[config.mk]
export PLATFORM = sky130hd
export DESIGN_NAME = regression_ctrl
export DESIGN_NICKNAME = d
export VERILOG_FILES = /design/src/rtl/regression_pkg.sv /design/src/rtl/regression_watchdog.sv /design/src/rtl/regression_ctrl.sv
export SDC_FILE = /design/constraint.sdc
export NUM_CORES = 1
export LEC_CHECK = 0
export CORE_UTILIZATION = 35
export DETAILED_ROUTE_END_ITERATION = 16
export PLACE_DENSITY = 0.8
export SYNTH_ARGS = -nofsm -noshare
export SYNTH_HDL_FRONTEND = slang
export SYNTH_SLANG_ARGS = --single-unit
[constraint.sdc]
create_clock -name clk -period 2 [get_ports clk]
set_clock_uncertainty 0.2 [all_clocks]
set_input_delay 0.2 -clock clk [delete_from_list [all_inputs] [get_ports clk]]
set_output_delay 0.2 -clock clk [all_outputs]
set_load 0.01 [all_outputs]
[src/rtl/regression_pkg.sv]
// Shared types and defaults for the least-squares regression datapath.
package regression_pkg;

  typedef enum logic [2:0] {
    StIdle    = 3'd0,
    StClr     = 3'd1,
    StArm     = 3'd2,
    StStream  = 3'd3,
    StWaitAcc = 3'd4,
    StInv     = 3'd5,
    StDone    = 3'd6
  } state_e;

  localparam int unsigned DefNSamples   = 256;
  localparam int unsigned DefAddrW      = 8;
  localparam int unsigned DefXW         = 12;
  localparam int unsigned DefYW         = 16;
  localparam int unsigned DefInvTimeout = 64;

endpackage

[src/rtl/regression_watchdog.sv]
// Cycle watchdog: cleared by load, counts while run is high, flags expiry after Limit cycles.
module regression_watchdog #(
  parameter int unsigned Limit = 64
) (
  input  logic clk,
  input  logic rst_n,
  input  logic load,
  input  logic run,
  output logic expired
);

  localparam int unsigned CntW = (Limit > 1) ? $clog2(Limit) : 1;

  logic [CntW-1:0] cnt_q;

  // Expiry is seen in the Limit-th cycle of run, so the owner leaves after exactly Limit cycles.
  assign expired = run && (cnt_q == CntW'(Limit - 1));

  always_ff @(posedge clk or negedge rst_n) begin
    if (!rst_n) begin
      cnt_q <= '0;
    end else if (load) begin
      cnt_q <= '0;
    end else if (run && !expired) begin
      cnt_q <= cnt_q + 1'b1;
    end
  end

endmodule

[src/rtl/regression_ctrl.sv]
// Job sequencer for the regression datapath: clear, stream N samples, invert, hand off.
// Define REGRESSION_CTRL_TIMEOUT_EN to add the WAIT_ACC/INV watchdog and res_err.
module regression_ctrl
  import regression_pkg::*;
#(
  parameter int unsigned N_SAMPLES   = DefNSamples,
  parameter int unsigned ADDR_W      = DefAddrW,
  parameter int unsigned X_W         = DefXW,
  parameter int unsigned Y_W         = DefYW,
  parameter int unsigned INV_TIMEOUT = DefInvTimeout
) (
  input  logic              clk,
  input  logic              rst_n,
  input  logic              job_valid,
  output logic              job_ready,
  output logic              mem_rd,
  output logic [ADDR_W-1:0] mem_addr,
  input  logic [X_W-1:0]    mem_x,
  input  logic [Y_W-1:0]    mem_y,
  output logic [X_W-1:0]    acc_x,
  output logic [Y_W-1:0]    acc_y,
  output logic              acc_start,
  output logic              acc_clr_n,
  input  logic              xtx_valid,
  input  logic              xty_valid,
  output logic              inv_start,
  output logic              inv_clr_n,
  input  logic              inv_valid,
  output logic              res_valid,
  input  logic              res_ready,
  output logic              res_err,
  output logic              busy
);

  if ((64'd1 << ADDR_W) < 64'(N_SAMPLES)) begin : g_addr_w_check
    $error("ADDR_W too narrow for N_SAMPLES");
  end
  if (INV_TIMEOUT == 0) begin : g_timeout_check
    $error("INV_TIMEOUT must be non-zero");
  end

  state_e            state_q, state_d;
  logic [ADDR_W-1:0] addr_q, addr_d;
  logic              xtx_seen_q, xtx_seen_d, xty_seen_q, xty_seen_d;
  logic              job_ready_d, busy_d, mem_rd_d, acc_start_d, acc_clr_n_d;
  logic              inv_start_d, inv_clr_n_d, res_valid_d;
  logic              last_addr, acc_done, timeout;

  assign acc_x     = mem_x;
  assign acc_y     = mem_y;
  assign last_addr = (addr_q == ADDR_W'(N_SAMPLES - 1));
  // A valid arriving in the same cycle as the other flag completes the pair without delay.
  assign acc_done  = (xtx_seen_q | xtx_valid) & (xty_seen_q | xty_valid);

`ifdef REGRESSION_CTRL_TIMEOUT_EN
  logic wd_load, wd_run, res_err_q, res_err_d;

  assign wd_run  = (state_q == StWaitAcc) || (state_q == StInv);
  assign wd_load = (state_d != state_q) && ((state_d == StWaitAcc) || (state_d == StInv));

  regression_watchdog #(
    .Limit(INV_TIMEOUT)
  ) u_watchdog (
    .clk    (clk),
    .rst_n  (rst_n),
    .load   (wd_load),
    .run    (wd_run),
    .expired(timeout)
  );

  // DONE reached from WAIT_ACC is always a timeout; from INV only when inv_valid is absent.
  always_comb begin
    res_err_d = 1'b0;
    if (state_d == StDone) begin
      if (state_q == StDone) begin
        res_err_d = res_err_q;
      end else if (state_q == StInv) begin
        res_err_d = !inv_valid;
      end else begin
        res_err_d = 1'b1;
      end
    end
  end

  always_ff @(posedge clk or negedge rst_n) begin
    if (!rst_n) begin
      res_err_q <= 1'b0;
    end else begin
      res_err_q <= res_err_d;
    end
  end

  assign res_err = res_err_q;
`else
  assign timeout = 1'b0;
  assign res_err = 1'b0;
`endif

  always_comb begin
    state_d = state_q;
    unique case (state_q)
      StIdle:    if (job_valid) state_d = StClr;
      StClr:     state_d = StArm;
      StArm:     state_d = StStream;
      StStream:  if (last_addr) state_d = StWaitAcc;
      StWaitAcc: begin
        if (acc_done) begin
          state_d = StInv;
        end else if (timeout) begin
          state_d = StDone;
        end
      end
      StInv:     if (inv_valid || timeout) state_d = StDone;
      StDone:    if (res_ready) state_d = StIdle;
      default:   state_d = StIdle;
    endcase
  end

  always_comb begin
    xtx_seen_d = xtx_seen_q;
    xty_seen_d = xty_seen_q;
    if (state_q == StWaitAcc) begin
      xtx_seen_d = xtx_seen_q | xtx_valid;
      xty_seen_d = xty_seen_q | xty_valid;
    end
    if (state_d != StWaitAcc) begin
      xtx_seen_d = 1'b0;
      xty_seen_d = 1'b0;
    end
  end

  // Outputs are decoded from the next state so they are registered yet aligned with the state.
  always_comb begin
    job_ready_d = (state_d == StIdle);
    busy_d      = (state_d != StIdle);
    acc_clr_n_d = (state_d != StClr);
    inv_clr_n_d = (state_d != StClr);
    acc_start_d = (state_d == StArm);
    mem_rd_d    = (state_d inside {StArm, StStream});
    inv_start_d = (state_d == StInv);
    res_valid_d = (state_d == StDone);
    addr_d      = (state_d == StStream) ? addr_q + 1'b1 : '0;
  end

  always_ff @(posedge clk or negedge rst_n) begin
    if (!rst_n) begin
      state_q    <= StIdle;
      addr_q     <= '0;
      xtx_seen_q <= 1'b0;
      xty_seen_q <= 1'b0;
      job_ready  <= 1'b1;
      busy       <= 1'b0;
      acc_clr_n  <= 1'b0;
      inv_clr_n  <= 1'b0;
      acc_start  <= 1'b0;
      mem_rd     <= 1'b0;
      inv_start  <= 1'b0;
      res_valid  <= 1'b0;
    end else begin
      state_q    <= state_d;
      addr_q     <= addr_d;
      xtx_seen_q <= xtx_seen_d;
      xty_seen_q <= xty_seen_d;
      job_ready  <= job_ready_d;
      busy       <= busy_d;
      acc_clr_n  <= acc_clr_n_d;
      inv_clr_n  <= inv_clr_n_d;
      acc_start  <= acc_start_d;
      mem_rd     <= mem_rd_d;
      inv_start  <= inv_start_d;
      res_valid  <= res_valid_d;
    end
  end

  assign mem_addr = addr_q;

endmodule

==> summary.md <==
| Metric | Value |
|---|---|
| Status | completed |
| Comb pwr share | 37.0% |
| Die ar. | between 3000 and 4000 µm² |
| Core area | 3103 µm² |
| Synth-to-Final Area Change | 4.638% |
| CP Class | register to output port |
| CP Data Arrival Time | around 1400 ps |
| Yosys reg bits | 20 |
| Flip-flop count of the largest register after layout | 8 |
| Die width | 59.57 µm |
| Asr flop ratio synth | 100.0% |
| Nets | 149 |
| DP HPWL | between 1 and 1.5 mm |
| WL/cell | 12.38 µm |
| FF-to-FF Start | mem_addr[0]$_DFF_PN0_ |
| Most common cell in the netlist | buf_4 |
| Initial DRC count | 17 |
| Part of the cycle the worst path needs | 88.87% |
| Adder-cell area share of the yosys netlist | 1.079% |
| Setup Viol. Count Final | 0 |
| Final Wtd Congestion | between 0.7 and 0.8 |
| Sw Share | 35.13% |
| CTS clock-pin slew for the worst setup and hold paths | ~100 ps |
| Primary FF master, synth | dfrtp_1 |
| Final WL | 1.931 mm |
| First-pass GRT wire length | 3.070 mm |
| CP top delay family | buffers and inverters |
| WP data required | approximately 1600 ps |
| Antenna diode count | 0 |
| Antenna Nets Post-Route | 0 |
| CP Launch Type | register |
| CTS Buffer Depth | 2 |
| Synth top area share | 40.99% |
| Leakage | approximately 0.53 nW |
| HP Class | input pin to asynchronous set/reset pin |
| Std cell rows | 20 |
| Max frequency | 562.6 MHz |
| Critical path capture point type | output port |
| Xor-xnor portion of the synthesized cell area | between 3 and 4% |
| Die Ht | 59.57 µm |
| Largest net degree at the start of global routing | 14 |
| Initial Util | 37.38% |
| PwrDens | 1034 nW/µm² |
| Mapped Avg Cell Area | 9.829 µm² |
| Worst R2R Setup Slack | 380 ps |
| Crit-path cells | clkdlybuf4s50_1 |
| R2r endpoint | xtx_seen_q$_DFFE_PN0P_ |
| Slowest CP cell | clkdlybuf4s50_1 |
| Largest family of logic cells by synthesized area | buffers and inverters |
| Commonest cells post-synth | buf_4, dfrtp_1, nor2_1 |
| TritonRoute pass-1 iters | 4 |
| RSZ-0062 raised after global routing | false |
| Via/cell ratio | 4.545 |
| Fin. max-slew vios | 0 |
| Critical Path Max Stage Delay | approximately 590 ps |
| R2R cell count | 5 |
| Hold_ws | about 0.19 ps |
| Ys Warns | 0 |
| Clock Tree Root | clkbuf_4 |
| Pint | 0.0008142 W |
| Max cap viols | 0 |
| Mux contribution to synthesized area | 0.8630% |
| Crit-path max FO | 5 |
| Total Routing Usage GR | between 10% and 20% |
| Clock power share | about 15% |
| Top cells by area, synth | dfrtp_1, buf_4, nor2_1 |
| Post-synthesis cell count | 118 |
| Final hold vios | 0 |
| Distinct cells, synth | 35 |
| Initial antenna violation count | 0 |
| Share of layout cells above drive strength 1 | between 10% and 20% |
| Post-CTS Setup Bufs | 0 |
| Net switching power figure | ~0.00044 W |
| Ports | 80 |
| Clk_lat worst skew | around 300 ps |
| # port buffers | 22 |
| Num CTS Buffers | 3 |
| Post-CTS resize count | 0 |
| Fill cells | around 330 |
| DR vias | 709 |
| CTS tree | done |
| Setup TNS | 0 ps |
| Simple-gate share of the synthesized area | between 10% and 20% |
| Post-synth EDFFs | 0 |
| Crit path buf inv count | 1 |
| Flop pwr share | 47.7% |
| Synthesized net count | 154 |
| Post-synthesis compound-gate area fraction | under 10% |
| DRC | 0 |
| Total grt overflow | 0 |
| Area leader, netlist | dfrtp_1 |
| Sequential cell area fraction in the yosys report | 43.26% |
| Netlist Area Pre-Place | 1160 µm² |
| Fin crit period | 1777 ps |
| Vias in the first global route | 711 |
| Cts hold-fix bufs | 0 |
| VDD IR max | between 0.5 and 0.6 mV |
| Clock sinks | 20 |
| Htree depth | 1 |
## metal layers
metal	track usage, %	part of all wire, %	vias to the layer above
li1	-	-	344
met5	0	0	-
met4	8.306	3.3	0
met2	17.50	42	36
met1	14.36	45	318
met3	3.493	9.7	11
## power groups by stage
stage | Combinational (W) | Sequential (W) | Clock, W
finish | 0.000464 | 0.000598 | 0.000193
global route | 0.000517 | 0.000612 | 0.000219
CTS | 0.000468 | 0.000596 | 0.000202
detailed placement | 0.000465 | 0.000604 | 0
global placement | 0.000455 | 0.000598 | 0
floorplan | 0.000375 | 0.000579 | 0
## cell families after synthesis
kind of cell,Yosys count
mux,1
flops,20
xor+xnor,5
other cells,1
simple gates,38
buf+inv,38
compound gates,14
fa+ha+maj,1
## layout by cell type, fill, tap and decap left out, drive strengths merged, types with 3 or more instances in the layout
| master | n |
|---|---|
| and3 | 3 |
| nor3 | 3 |
| a21oi | 5 |
| nand3 | 3 |
| inv | 5 |
| xnor2 | 3 |
| nor2 | 13 |
| dfrtp | 19 |
| clkdlybuf4s50 | 22 |
| a21o | 3 |
| clkbuf | 4 |
| nand2 | 4 |
## worst max path at each step
stage | to | start | depth (start not counted)
2_1_floorplan | state_q[0]$_DFF_PN0_ | mem_addr[0]$_DFF_PN0_ | 5
3_3_place_gp | xtx_seen_q$_DFFE_PN0P_ | xtx_valid | 5
3_5_place_dp | xtx_seen_q$_DFFE_PN0P_ | xtx_valid | 5
4_1_cts | mem_addr[3] | mem_addr[3]$_DFF_PN0_ | 1
5_1_grt | mem_addr[3] | mem_addr[3]$_DFF_PN0_ | 1
6_report | mem_addr[3] | mem_addr[3]$_DFF_PN0_ | 1
## area by class of cell
| type | instances | area (µm²) | share of cell area, % |
|---|---|---|---|
| inverter | 5 | 18.77 | 1.546 |
| clock buffer | 4 | 26.28 | 2.165 |
| sequential | 20 | 501.7 | 41.34 |
| tap | 44 | 55.05 | 4.536 |
| timing repair buffer | 23 | 227.7 | 18.76 |
| multi-input combinational | 60 | 384.1 | 31.65 |
## metrics by stage
stage | cell area, µm² | instances | total power [W] | setup slack (ps) | util, %
6_report | 1214 | 156 | 0.001255 | 222.6 | 39.11
5_1_grt | 1214 | 156 | 0.001347 | 144.7 | 39.11
4_1_cts | 1214 | 156 | 0.001267 | 213.8 | 39.11
3_5_place_dp | 1187 | 152 | 0.001068 | 233.5 | 38.27
3_3_place_gp | 1187 | 152 | 0.001053 | 353.0 | 38.27
2_1_floorplan | 1160 | 118 | 0.0009543 | 477.1 | -
(Power assumes the default switching activity.)
